### src/rtl/mips_pkg.sv
// Shared definitions for the MIPS front end: opcodes, reset PC and fetch FSM encoding.
package mips_pkg;

    // Opcodes decoded by the main control unit
    localparam logic [5:0] OPC_RTYPE  = 6'b000000;
    localparam logic [5:0] OPC_LW     = 6'b100011;
    localparam logic [5:0] OPC_ADDI   = 6'b001000;
    localparam logic [5:0] OPC_ANDI   = 6'b001100;
    localparam logic [5:0] OPC_ORI    = 6'b001101;
    localparam logic [5:0] OPC_XORI   = 6'b001110;
    localparam logic [5:0] OPC_SLTI   = 6'b001010;
    localparam logic [5:0] OPC_SEQ    = 6'b011000;

    // Bubble opcode: falls into the control unit's no-op default.
    // Never use OPC_RTYPE here, R-type sets regWrite.
    localparam logic [5:0] OPC_BUBBLE = 6'b111111;

    localparam logic [31:0] RESET_PC_DEF = 32'h0000_0000;

    typedef enum logic [1:0] {
        S_FETCH = 2'd0,
        S_WAIT  = 2'd1,
        S_HOLD  = 2'd2
    } fetchState_t;

endpackage

### src/rtl/if_skid_buf.sv
// One-entry holding register for a fetched word that decode could not accept.
module if_skid_buf #(
    parameter int ADDR_W = 32,
    parameter int DATA_W = 32
) (
    input  logic              clk,
    input  logic              rst_n,
    input  logic              load,
    input  logic              unload,
    input  logic              clear,
    input  logic [DATA_W-1:0] loadInstr,
    input  logic [ADDR_W-1:0] loadPc,
    output logic              full,
    output logic [DATA_W-1:0] instr,
    output logic [ADDR_W-1:0] pc
);

    // Entry register; clear wins over load so a redirect always empties it
    always_ff @(posedge clk or negedge rst_n) begin
        if (!rst_n) begin
            full  <= 1'b0;
            instr <= '0;
            pc    <= '0;
        end else if (clear) begin
            full <= 1'b0;
        end else if (load) begin
            full  <= 1'b1;
            instr <= loadInstr;
            pc    <= loadPc;
        end else if (unload) begin
            full <= 1'b0;
        end
    end

endmodule

### src/rtl/if_stage.sv
// Instruction fetch stage: PC, single-outstanding imem requests, IF/ID register
// with stall skid and redirect squash.
module if_stage
    import mips_pkg::*;
#(
    parameter int                ADDR_W   = 32,
    parameter int                DATA_W   = 32,
    parameter logic [ADDR_W-1:0] RESET_PC = ADDR_W'(RESET_PC_DEF)
) (
    input  logic              clk,
    input  logic              rst_n,
    output logic              imem_req,
    output logic [ADDR_W-1:0] imem_addr,
    input  logic [DATA_W-1:0] imem_rdata,
    input  logic              imem_rvalid,
    input  logic              stall,
    input  logic              redirect_valid,
    input  logic [ADDR_W-1:0] redirect_pc,
    output logic              if_id_valid,
    output logic [DATA_W-1:0] if_id_instr,
    output logic [ADDR_W-1:0] if_id_pc,
    output logic [ADDR_W-1:0] if_id_pc_plus4,
    output logic [5:0]        opcode
);

    fetchState_t       state, stateNxt;
    logic [ADDR_W-1:0] pc, pcNxt;
    logic              discard, discardNxt;

    logic              loadFromMem, loadFromSkid;
    logic              skidLoad, skidClear;
    logic              skidFull;
    logic [DATA_W-1:0] skidInstr;
    logic [ADDR_W-1:0] skidPc;

    logic [ADDR_W-1:0] pcPlus4, skidPcPlus4, redirectAligned;

    assign pcPlus4         = pc + ADDR_W'(4);
    assign skidPcPlus4     = skidPc + ADDR_W'(4);
    assign redirectAligned = {redirect_pc[ADDR_W-1:2], 2'b00};

    // Request is held low while in reset so the memory never sees a strobe it cannot answer
    assign imem_req  = rst_n && (state == S_FETCH);
    assign imem_addr = pc;

    // Bubbles must decode as no-op, not R-type
    assign opcode = if_id_valid ? if_id_instr[31:26] : OPC_BUBBLE;

    if_skid_buf #(
        .ADDR_W (ADDR_W),
        .DATA_W (DATA_W)
    ) uSkid (
        .clk       (clk),
        .rst_n     (rst_n),
        .load      (skidLoad),
        .unload    (loadFromSkid),
        .clear     (skidClear),
        .loadInstr (imem_rdata),
        .loadPc    (pc),
        .full      (skidFull),
        .instr     (skidInstr),
        .pc        (skidPc)
    );

    // FSM, PC and discard-flag registers
    always_ff @(posedge clk or negedge rst_n) begin
        if (!rst_n) begin
            state   <= S_FETCH;
            pc      <= RESET_PC;
            discard <= 1'b0;
        end else begin
            state   <= stateNxt;
            pc      <= pcNxt;
            discard <= discardNxt;
        end
    end

    // Next state, PC update and IF/ID / skid load decisions; redirect overrides everything
    always_comb begin
        stateNxt     = state;
        pcNxt        = pc;
        discardNxt   = discard;
        loadFromMem  = 1'b0;
        loadFromSkid = 1'b0;
        skidLoad     = 1'b0;
        skidClear    = 1'b0;

        if (redirect_valid) begin
            pcNxt     = redirectAligned;
            skidClear = 1'b1;
            unique case (state)
                S_FETCH: begin
                    // request to the old PC is already out; drop its answer
                    stateNxt   = S_WAIT;
                    discardNxt = 1'b1;
                end
                S_WAIT: begin
                    if (imem_rvalid) begin
                        stateNxt   = S_FETCH;
                        discardNxt = 1'b0;
                    end else begin
                        stateNxt   = S_WAIT;
                        discardNxt = 1'b1;
                    end
                end
                default: begin
                    stateNxt   = S_FETCH;
                    discardNxt = 1'b0;
                end
            endcase
        end else begin
            unique case (state)
                S_FETCH: stateNxt = S_WAIT;
                S_WAIT: begin
                    if (imem_rvalid) begin
                        if (discard) begin
                            discardNxt = 1'b0;
                            stateNxt   = S_FETCH;
                        end else if (!stall || !if_id_valid) begin
                            loadFromMem = 1'b1;
                            pcNxt       = pcPlus4;
                            stateNxt    = S_FETCH;
                        end else begin
                            skidLoad = 1'b1;
                            pcNxt    = pcPlus4;
                            stateNxt = S_HOLD;
                        end
                    end
                end
                default: begin
                    if (!stall && skidFull) begin
                        loadFromSkid = 1'b1;
                        stateNxt     = S_FETCH;
                    end
                end
            endcase
        end
    end

    // IF/ID pipeline register: squash on redirect, hold on stall, bubble otherwise
    always_ff @(posedge clk or negedge rst_n) begin
        if (!rst_n) begin
            if_id_valid    <= 1'b0;
            if_id_instr    <= '0;
            if_id_pc       <= '0;
            if_id_pc_plus4 <= '0;
        end else if (redirect_valid) begin
            if_id_valid <= 1'b0;
        end else if (loadFromMem) begin
            if_id_valid    <= 1'b1;
            if_id_instr    <= imem_rdata;
            if_id_pc       <= pc;
            if_id_pc_plus4 <= pcPlus4;
        end else if (loadFromSkid) begin
            if_id_valid    <= 1'b1;
            if_id_instr    <= skidInstr;
            if_id_pc       <= skidPc;
            if_id_pc_plus4 <= skidPcPlus4;
        end else if (!stall) begin
            if_id_valid <= 1'b0;
        end
    end

endmodule

### config.mk
export PLATFORM = sky130hd
export DESIGN_NAME = if_stage
export DESIGN_NICKNAME = d
export VERILOG_FILES = /design/src/rtl/mips_pkg.sv /design/src/rtl/if_skid_buf.sv /design/src/rtl/if_stage.sv
export SDC_FILE = /design/constraint.sdc
export NUM_CORES = 1
export LEC_CHECK = 0
export ABC_AREA = 1
export BUFFER_PORTS_ARGS = -buffer_cell sky130_fd_sc_hd__buf_2
export CAP_MARGIN = 40
export CORE_MARGIN = 2
export CORE_UTILIZATION = 60
export DETAILED_ROUTE_END_ITERATION = 7
export PLACE_DENSITY = 0.86
export SKIP_CTS_REPAIR_TIMING = 1
export SYNTH_ARGS = -nofsm -noshare
export SYNTH_HDL_FRONTEND = slang
export SYNTH_HIERARCHICAL = 1
export SYNTH_SLANG_ARGS = --single-unit
### constraint.sdc
create_clock -name clk -period 2.3 [get_ports clk]
set_input_delay 0 -clock clk [delete_from_list [all_inputs] [get_ports clk]]
set_output_delay 0 -clock clk [all_outputs]
set_load 0.02 [all_outputs]
==> results of run 1 <==
-- Yosys cell counts (5+ instances only) --
cell,count
buf_2,26
nor2_1,91
nand3_1,159
dfrtp_1,193
and2_1,5
o221ai_1,10
o211ai_1,37
buf_4,19
xnor2_1,5
xor2_1,20
o21ai_0,15
clkbuf_1,9
inv_1,57
a21oi_1,5
nand2_1,588
-- power groups by stage --
| stage | registers [uW] | logic [uW] | clock network, uW |
|---|---|---|---|
| 6_report | 4670 | 3110 | 3060 |
| 5_1_grt | 4740 | 3330 | 3190 |
| 4_1_cts | 4630 | 2980 | 3070 |
| 3_5_place_dp | 4680 | 2960 | 0 |
| 3_3_place_gp | 4660 | 2870 | 0 |
| 2_1_floorplan | 5420 | 974 | 0 |
-- kinds of logic after synthesis --
| family | count (synthesis) | share of synthesized area [%] |
|---|---|---|
| buffers and inverters | 124 | 6.14 |
| DFF | 193 | 49.5 |
| xor gates and xnor gates | 25 | 2.24 |
| AOI/OAI and AO/OA | 78 | 5.59 |
| and+or+nand+nor | 864 | 36.2 |
| other | 1 | 0.0384 |
| adders and majority gates | 2 | 0.256 |
-- metal layers --
| layer | up-vias | part of all wire [%] | global-route usage, % |
|---|---|---|---|
| met5 | - | 0 | 0 |
| met4 | 0 | 4.7 | 18.2 |
| met3 | 155 | 11 | 6.91 |
| met2 | 764 | 47 | 58.0 |
| met1 | 4847 | 37 | 48.8 |
| li1 | 4631 | - | - |
-- cell type report --
cell class | count | area share (%)
Sequential cell | 193 | 39.4
Multi-Input combinational cell | 973 | 35.6
Clock buffer | 20 | 3.65
Timing Repair Buffer | 301 | 16.0
Clock inverter | 12 | 1.23
Inverter | 62 | 1.90
Tap cell | 216 | 2.21
-- worst max-delay path, cell delays in order, from the launching register on --
cell and delay [ns]:
dfrtp_1 0.43, nand2_2 0.10, nor2_4 0.13, nand3_4 0.19
nor2_4 0.21, buf_4 0.48, nand2_1 0.12, nand2_1 0.16
nand2_1 0.08, nand2_1 0.07
-- cells in the final DEF (no fill, tap or decap), drive strengths merged, types with 2 or more instances in the layout --
cell         Yosys  layout
o221ai          10      10
inv             61      66
o21ai           15      15
nand2          590     590
nor3             4       4
and2             5       5
nor2            97      97
a22o             2       2
o31ai            2       2
o22ai            2       2
dfrtp          193     193
a21oi            5       5
o211ai          37      37
nand3b           4       4
dlygate4sd3      0      66
or2              2       2
ha               2       2
xor2            20      20
buf             53     234
nand4            2       2
clkinv           1       4
xnor2            5       5
conb             1       4
bufinv           0       2
a31oi            2       2
clkbuf           9      21
clkinvlp         0       2
nand3          160     160
-- worst max-delay path by stage --
stage	startpoint	to	depth (start not counted)
floorplan	imem_addr[3]$_DFFE_PN0P_	if_id_pc_plus4[12]$_DFFE_PN0P_	9
global placement	imem_addr[3]$_DFFE_PN0P_	if_id_pc_plus4[22]$_DFFE_PN0P_	12
detailed placement	imem_addr[3]$_DFFE_PN0P_	if_id_pc_plus4[20]$_DFFE_PN0P_	10
CTS	state[0]$_DFFE_PN0P_	if_id_pc_plus4[30]$_DFFE_PN0P_	9
global route	uSkid/pc[7]$_DFFE_PN0P_	if_id_pc_plus4[25]$_DFFE_PN0P_	9
finish	state[0]$_DFFE_PN0P_	if_id_pc_plus4[30]$_DFFE_PN0P_	9
-- flip-flops by register name, summed over array words and instances, names as in the netlist --
name and cells:
uSkid/pc 32, uSkid/full 1, if_id_pc_plus4 30, if_id_valid 1
imem_addr 30, discard 1, state 2, if_id_instr 32
uSkid/instr 32, if_id_pc 32
-- per-stage QoR --
step	cells	cell area, sq um
floorplan	1290	9770
global placement	1679	11000
detailed placement	1679	11000
CTS	1711	11600
global route	1777	12200
finish	1777	12200
==> results.md, run 1 <==
* Gr usage total at 36.7%
* Final antenna-violating net count at 0
* Post-layout util at 77.1%
* Total Wirelength at 33300 microns
* Setup violators final at 0
* Final worst setup slack at 0.263 ns
* Diode count at 0
* Layout Nets at 1619
* Initial Utilization at 61.4%
* R2R Setup Slk at 0.26 ns
* Area taken by multi-input logic gates at 0.00436 sq mm
* # clock sinks at 193
* CTS Buf Count at 17
* P&R area growth vs syn at 25.5%
* Crit Path Max Fanout at 41
* Initial antenna violation count at 0
* Peak supply drop at 0.567 mV
* HPWL Detailed at 21600 microns
* Pins Over Slew Limit at 0
* EDFF count, synth at 0
* Final period utilization at 88.6%
* Final hold viol count at 0
* Synthesized flop and latch total at 193
* Combinational Power Share at 28.7%
* CTS tree: yes
* H-tree levels at 4
* Fin crit period at 2.04 ns
* Ys flop type: dfrtp_1
* Place WS at 0.323 ns
* CP Launch Type: flip-flop
* Die H at 132 microns
* Largest net degree at the start of global routing at 72
* Crit Path Category: flip-flop to flip-flop
* Min-delay worst type: primary input to async pin
* # IOs at 205
* # rows at 46
* DRC errors left at 0
* P per Cell Area at 885 mW/mm^2
* Internal power at 6840 uW
* Die X-Extent at 132 microns
* Placer Congestion at 0.951
* Netlist cell types at 37
* Mapped Area at 0.00976 sq mm
* Total negative slack at 0 ns
* Fmax achieved at 491 MHz
* P_leak at 0.00624 uW
* Clock skew at 0.00917 ns
* Reg2Reg Depth at 9
* Top cells by area, synth: dfrtp_1 (50%), nand2_1 (23%), nand3_1 (8.2%)
* Total power draw at 10800 uW
* Worst reg2reg endpoint: if_id_pc_plus4[30]$_DFFE_PN0P_
* Drt pass-1 iters at 7
* Sw Ratio at 36.9%
* Worst r2r src: state[0]$_DFFE_PN0P_
* Clk pwr share at 28.3%
* Total grt overflow at 0
* Rel. slew slack at 46.0%
* PortBufs at 200
* Sequential fraction of the synthesis area at 49.5%
* Outcome: complete, no violations
* Most area-hungry cell type in the Yosys netlist: dfrtp_1
* WL per Instance at 18.7 microns
* Placeable Area at 0.0159 sq mm
* Mapped Avg Cell Area at 7.58 sq um
* Warnings, synthesis at 6
* Worst slew pin tran at 0.810 ns
* Root Driver: clkbuf_16
* Post-synth top area share at 49.5%
* Via Count at 10400
* NetSw at 3990 uW
* Initial DRC count at 1368
* Share of synthesized registers carrying an async set or reset at 100%
* Arr. time, crit path at 2.42 ns
* Clk pin slew, worst setup/hold paths at 0.07 ns
* Flop pwr share at 43.1%
* Register area at 0.00483 sq mm
* Filler cell count at 1130
* Unrepaired setup endpoints after global routing: false
* Share of cells above drive strength 1 at 18.1%
* Insertion delay to the later sink of the worst-skew pair at 0.44 ns
* Hold_ws at 0.147 ns
* First-pass GRT wire length at 50300 microns
* Die area at 0.0173 sq mm
* Worst EP required at 2.68 ns
* # Max-Cap Violations at 0
* Mapped Cells at 1287
* Critical Path End Type: flip-flop
* Via density per instance at 5.85
* Clock Path Buffers at 2
* Vias in the first global route at 9479
Power figures use the tool's default switching activity.
==> run 2: changes to the inputs <==
Settings changed: PLACE_DENSITY 0.86 to 0.82.
==> results.md, run 2 (same netlist as run 1, synthesis figures left out) <==
* Outcome: finished with violations
* Failing checks: negative hold slack
* # clock sinks at 193 (unchanged)
* Post-layout util at 77.1% (about the same)
* Slowest CP cell: nor3_4
* Via Count at 10100 (-2.6%)
* Final period utilization at 91.4% (+2.8 points)
* Unrepaired setup endpoints after global routing: false
* Min-delay worst type: primary input to flip-flop
* # IOs at 205 (unchanged)
* Crit Path Category: flip-flop to flip-flop
* Sw Ratio at 37.5% (+0.59 points)
* P&R area growth vs syn at 25.6% (about the same)
* Die X-Extent at 132 microns (unchanged)
* # rows at 46 (unchanged)
* Register area at 0.00483 sq mm (unchanged)
* NetSw at 4040 uW (+1.0%)
* Filler cell count at 1161 (+2.7%)
* Area taken by multi-input logic gates at 0.00436 sq mm (unchanged)
* Die area at 0.0173 sq mm (unchanged)
* Internal power at 6740 uW (-1.5%)
* Setup violators final at 0 (unchanged)
* CTS tree: yes
* P_leak at 0.00624 uW (about the same)
* Insertion delay to the later sink of the worst-skew pair at 0.44 ns (about the same)
* Most frequent cells in the layout: nand2_1 (588), buf_2 (199), dfrtp_1 (193)
* Worst path max stage delay at 0.55 ns (+0.07 ns)
* Final antenna-violating net count at 0 (unchanged)
* Critical Path End Type: flip-flop
* Largest net degree at the start of global routing at 69 (-4.2%)
* Placer Congestion at 0.966 (+1.6%)
* Total negative slack at 0 ns (unchanged)
* Initial antenna violation count at 0 (unchanged)
* CP Launch Type: flip-flop
* Gr usage total at 36.1% (-0.59 points)
* Placeable Area at 0.0159 sq mm (unchanged)
* Initial DRC count at 1266 (-7.5%)
* Commonest non-fill, non-tap cell in the layout: nand2_1
* Pins Over Slew Limit at 0 (unchanged)
* Combinational Power Share at 28.6% (about the same)
* HPWL Detailed at 21300 microns (-1.3%)
* Arr. time, crit path at 2.48 ns (+0.06 ns)
* Total Wirelength at 32500 microns (-2.2%)
* Worst slew pin tran at 0.756 ns (-0.0538 ns)
* Layout Nets at 1619 (unchanged)
* Final hold viol count at 2 (+2)
* Flop pwr share at 43.2% (about the same)
* Vias in the first global route at 9194 (-3.0%)
* Via density per instance at 5.70 (-2.6%)
* Peak supply drop at 0.585 mV (+3.2%)
* Share of cells above drive strength 1 at 18.1% (unchanged)
* Total grt overflow at 0 (unchanged)
* Clk pin slew, worst setup/hold paths at 0.08 ns (about the same)
* Diode count at 0 (unchanged)
* # Max-Cap Violations at 0 (unchanged)
* Hold_ws at -0.0108 ns (-0.158 ns)
* Die H at 132 microns (unchanged)
* Worst EP required at 2.68 ns (about the same)
* CTS Buf Count at 17 (unchanged)
* Initial Utilization at 61.4% (unchanged)
* Crit-path leading delay family: simple AND/OR/NAND/NOR gates
* First-pass GRT wire length at 49300 microns (-2.1%)
* Clock Path Buffers at 2 (unchanged)
* Worst path bufs/invs at 2 (+1)
* Fin crit period at 2.10 ns (+0.0655 ns)
* Drt pass-1 iters at 5 (-2)
* H-tree levels at 4 (unchanged)
* WL per Instance at 18.3 microns (-2.2%)
* P per Cell Area at 879 mW/mm^2 (-0.62%)
* Clock skew at 0.0117 ns (+0.00250 ns)
* DRC errors left at 0 (unchanged)
* Clk pwr share at 28.1% (-0.2 points)
* PortBufs at 200 (unchanged)
* Crit Path Max Fanout at 25 (-39%)
* Fmax achieved at 476 MHz (-3.1%)
* Root Driver: clkbuf_16
* Crit-path cells: inv_1 > nor3_4 > nor2_4 > inv_2 > or2_2 > nand2_1 > nor2_1
* Rel. slew slack at 49.5% (+3.5 points)
[run 2: cell count changes in the layout (fill, tap and decap cells not counted), sizes merged]
cell / before / now
buf: 234 / 233
bufinv: 2 / 1
clkbuf: 21 / 19
clkinv: 4 / 6
clkinvlp: 2 / 0
dlygate4sd3: 66 / 67
inv: 66 / 69
[run 2: final cells by class]
class	instances	area share (%)
repair buffers	301	16.1
clock buffers	18	3.50
well taps	216	2.21
inverters	62	1.90
clock inverters	14	1.32
flip-flops and latches	193	39.4
multi-input cells	973	35.6
[run 2: final timing paths]
kind	from	end	slack (ns)	depth (start not counted)
min	redirect_valid	imem_addr[4]$_DFFE_PN0P_	-0.01	3
min in group asynchronous	rst_n	if_id_pc_plus4[9]$_DFFE_PN0P_	0.02	2
max	state[1]$_DFFE_PN0P_	if_id_pc_plus4[28]$_DFFE_PN0P_	0.20	7
max reg2reg	state[1]$_DFFE_PN0P_	if_id_pc_plus4[28]$_DFFE_PN0P_	0.20	7
min reg2reg	uSkid/instr[20]$_DFFE_PN0P_	uSkid/instr[20]$_DFFE_PN0P_	0.47	2
max in group asynchronous	rst_n	uSkid/pc[0]$_DFFE_PN0P_	1.41	3
[run 2: through the flow]
stage	instance area, sq um	setup WS [ns]	instances	total power (uW)	hold WS (ns)
after floorplan	9770	0.579	1290	6390	-0.296
after global placement	11000	0.315	1678	7550	-0.0825
after detailed placement	11000	0.231	1678	7630	-0.0779
after CTS	11600	0.210	1710	10600	-0.543
after global routing	12300	0.0492	1777	11200	0.00954
final	12300	0.197	1777	10800	-0.0108
[run 2: power groups by stage]
stage          clock network (uW)  registers, uW  logic (uW)
6_report                     3030           4660        3080
5_1_grt                      3180           4730        3320
4_1_cts                      3030           4630        2970
3_3_place_gp                    0           4660        2890
2_1_floorplan                   0           5420         974
3_5_place_dp                    0           4680        2950
[run 2: routing by layer]
| metal | vias to the layer above | routed length, microns | global-route usage (%) | part of all wire (%) |
|---|---|---|---|---|
| met5 | - | 0 | 0 | 0 |
| met4 | 0 | 1050 | 13.3 | 3.2 |
| met3 | 86 | 2800 | 6.02 | 8.6 |
| met2 | 588 | 15600 | 58.1 | 48 |
| met1 | 4825 | 13100 | 49.5 | 40 |
| li1 | 4631 | - | - | - |
[run 2: worst register-to-register path, cell delays in order, from the launching register on]
cell	delay [ns]
dfrtp_1	0.43
inv_1	0.12
nor3_4	0.55
nor2_4	0.11
inv_2	0.47
or2_2	0.22
nand2_1	0.05
nor2_1	0.09
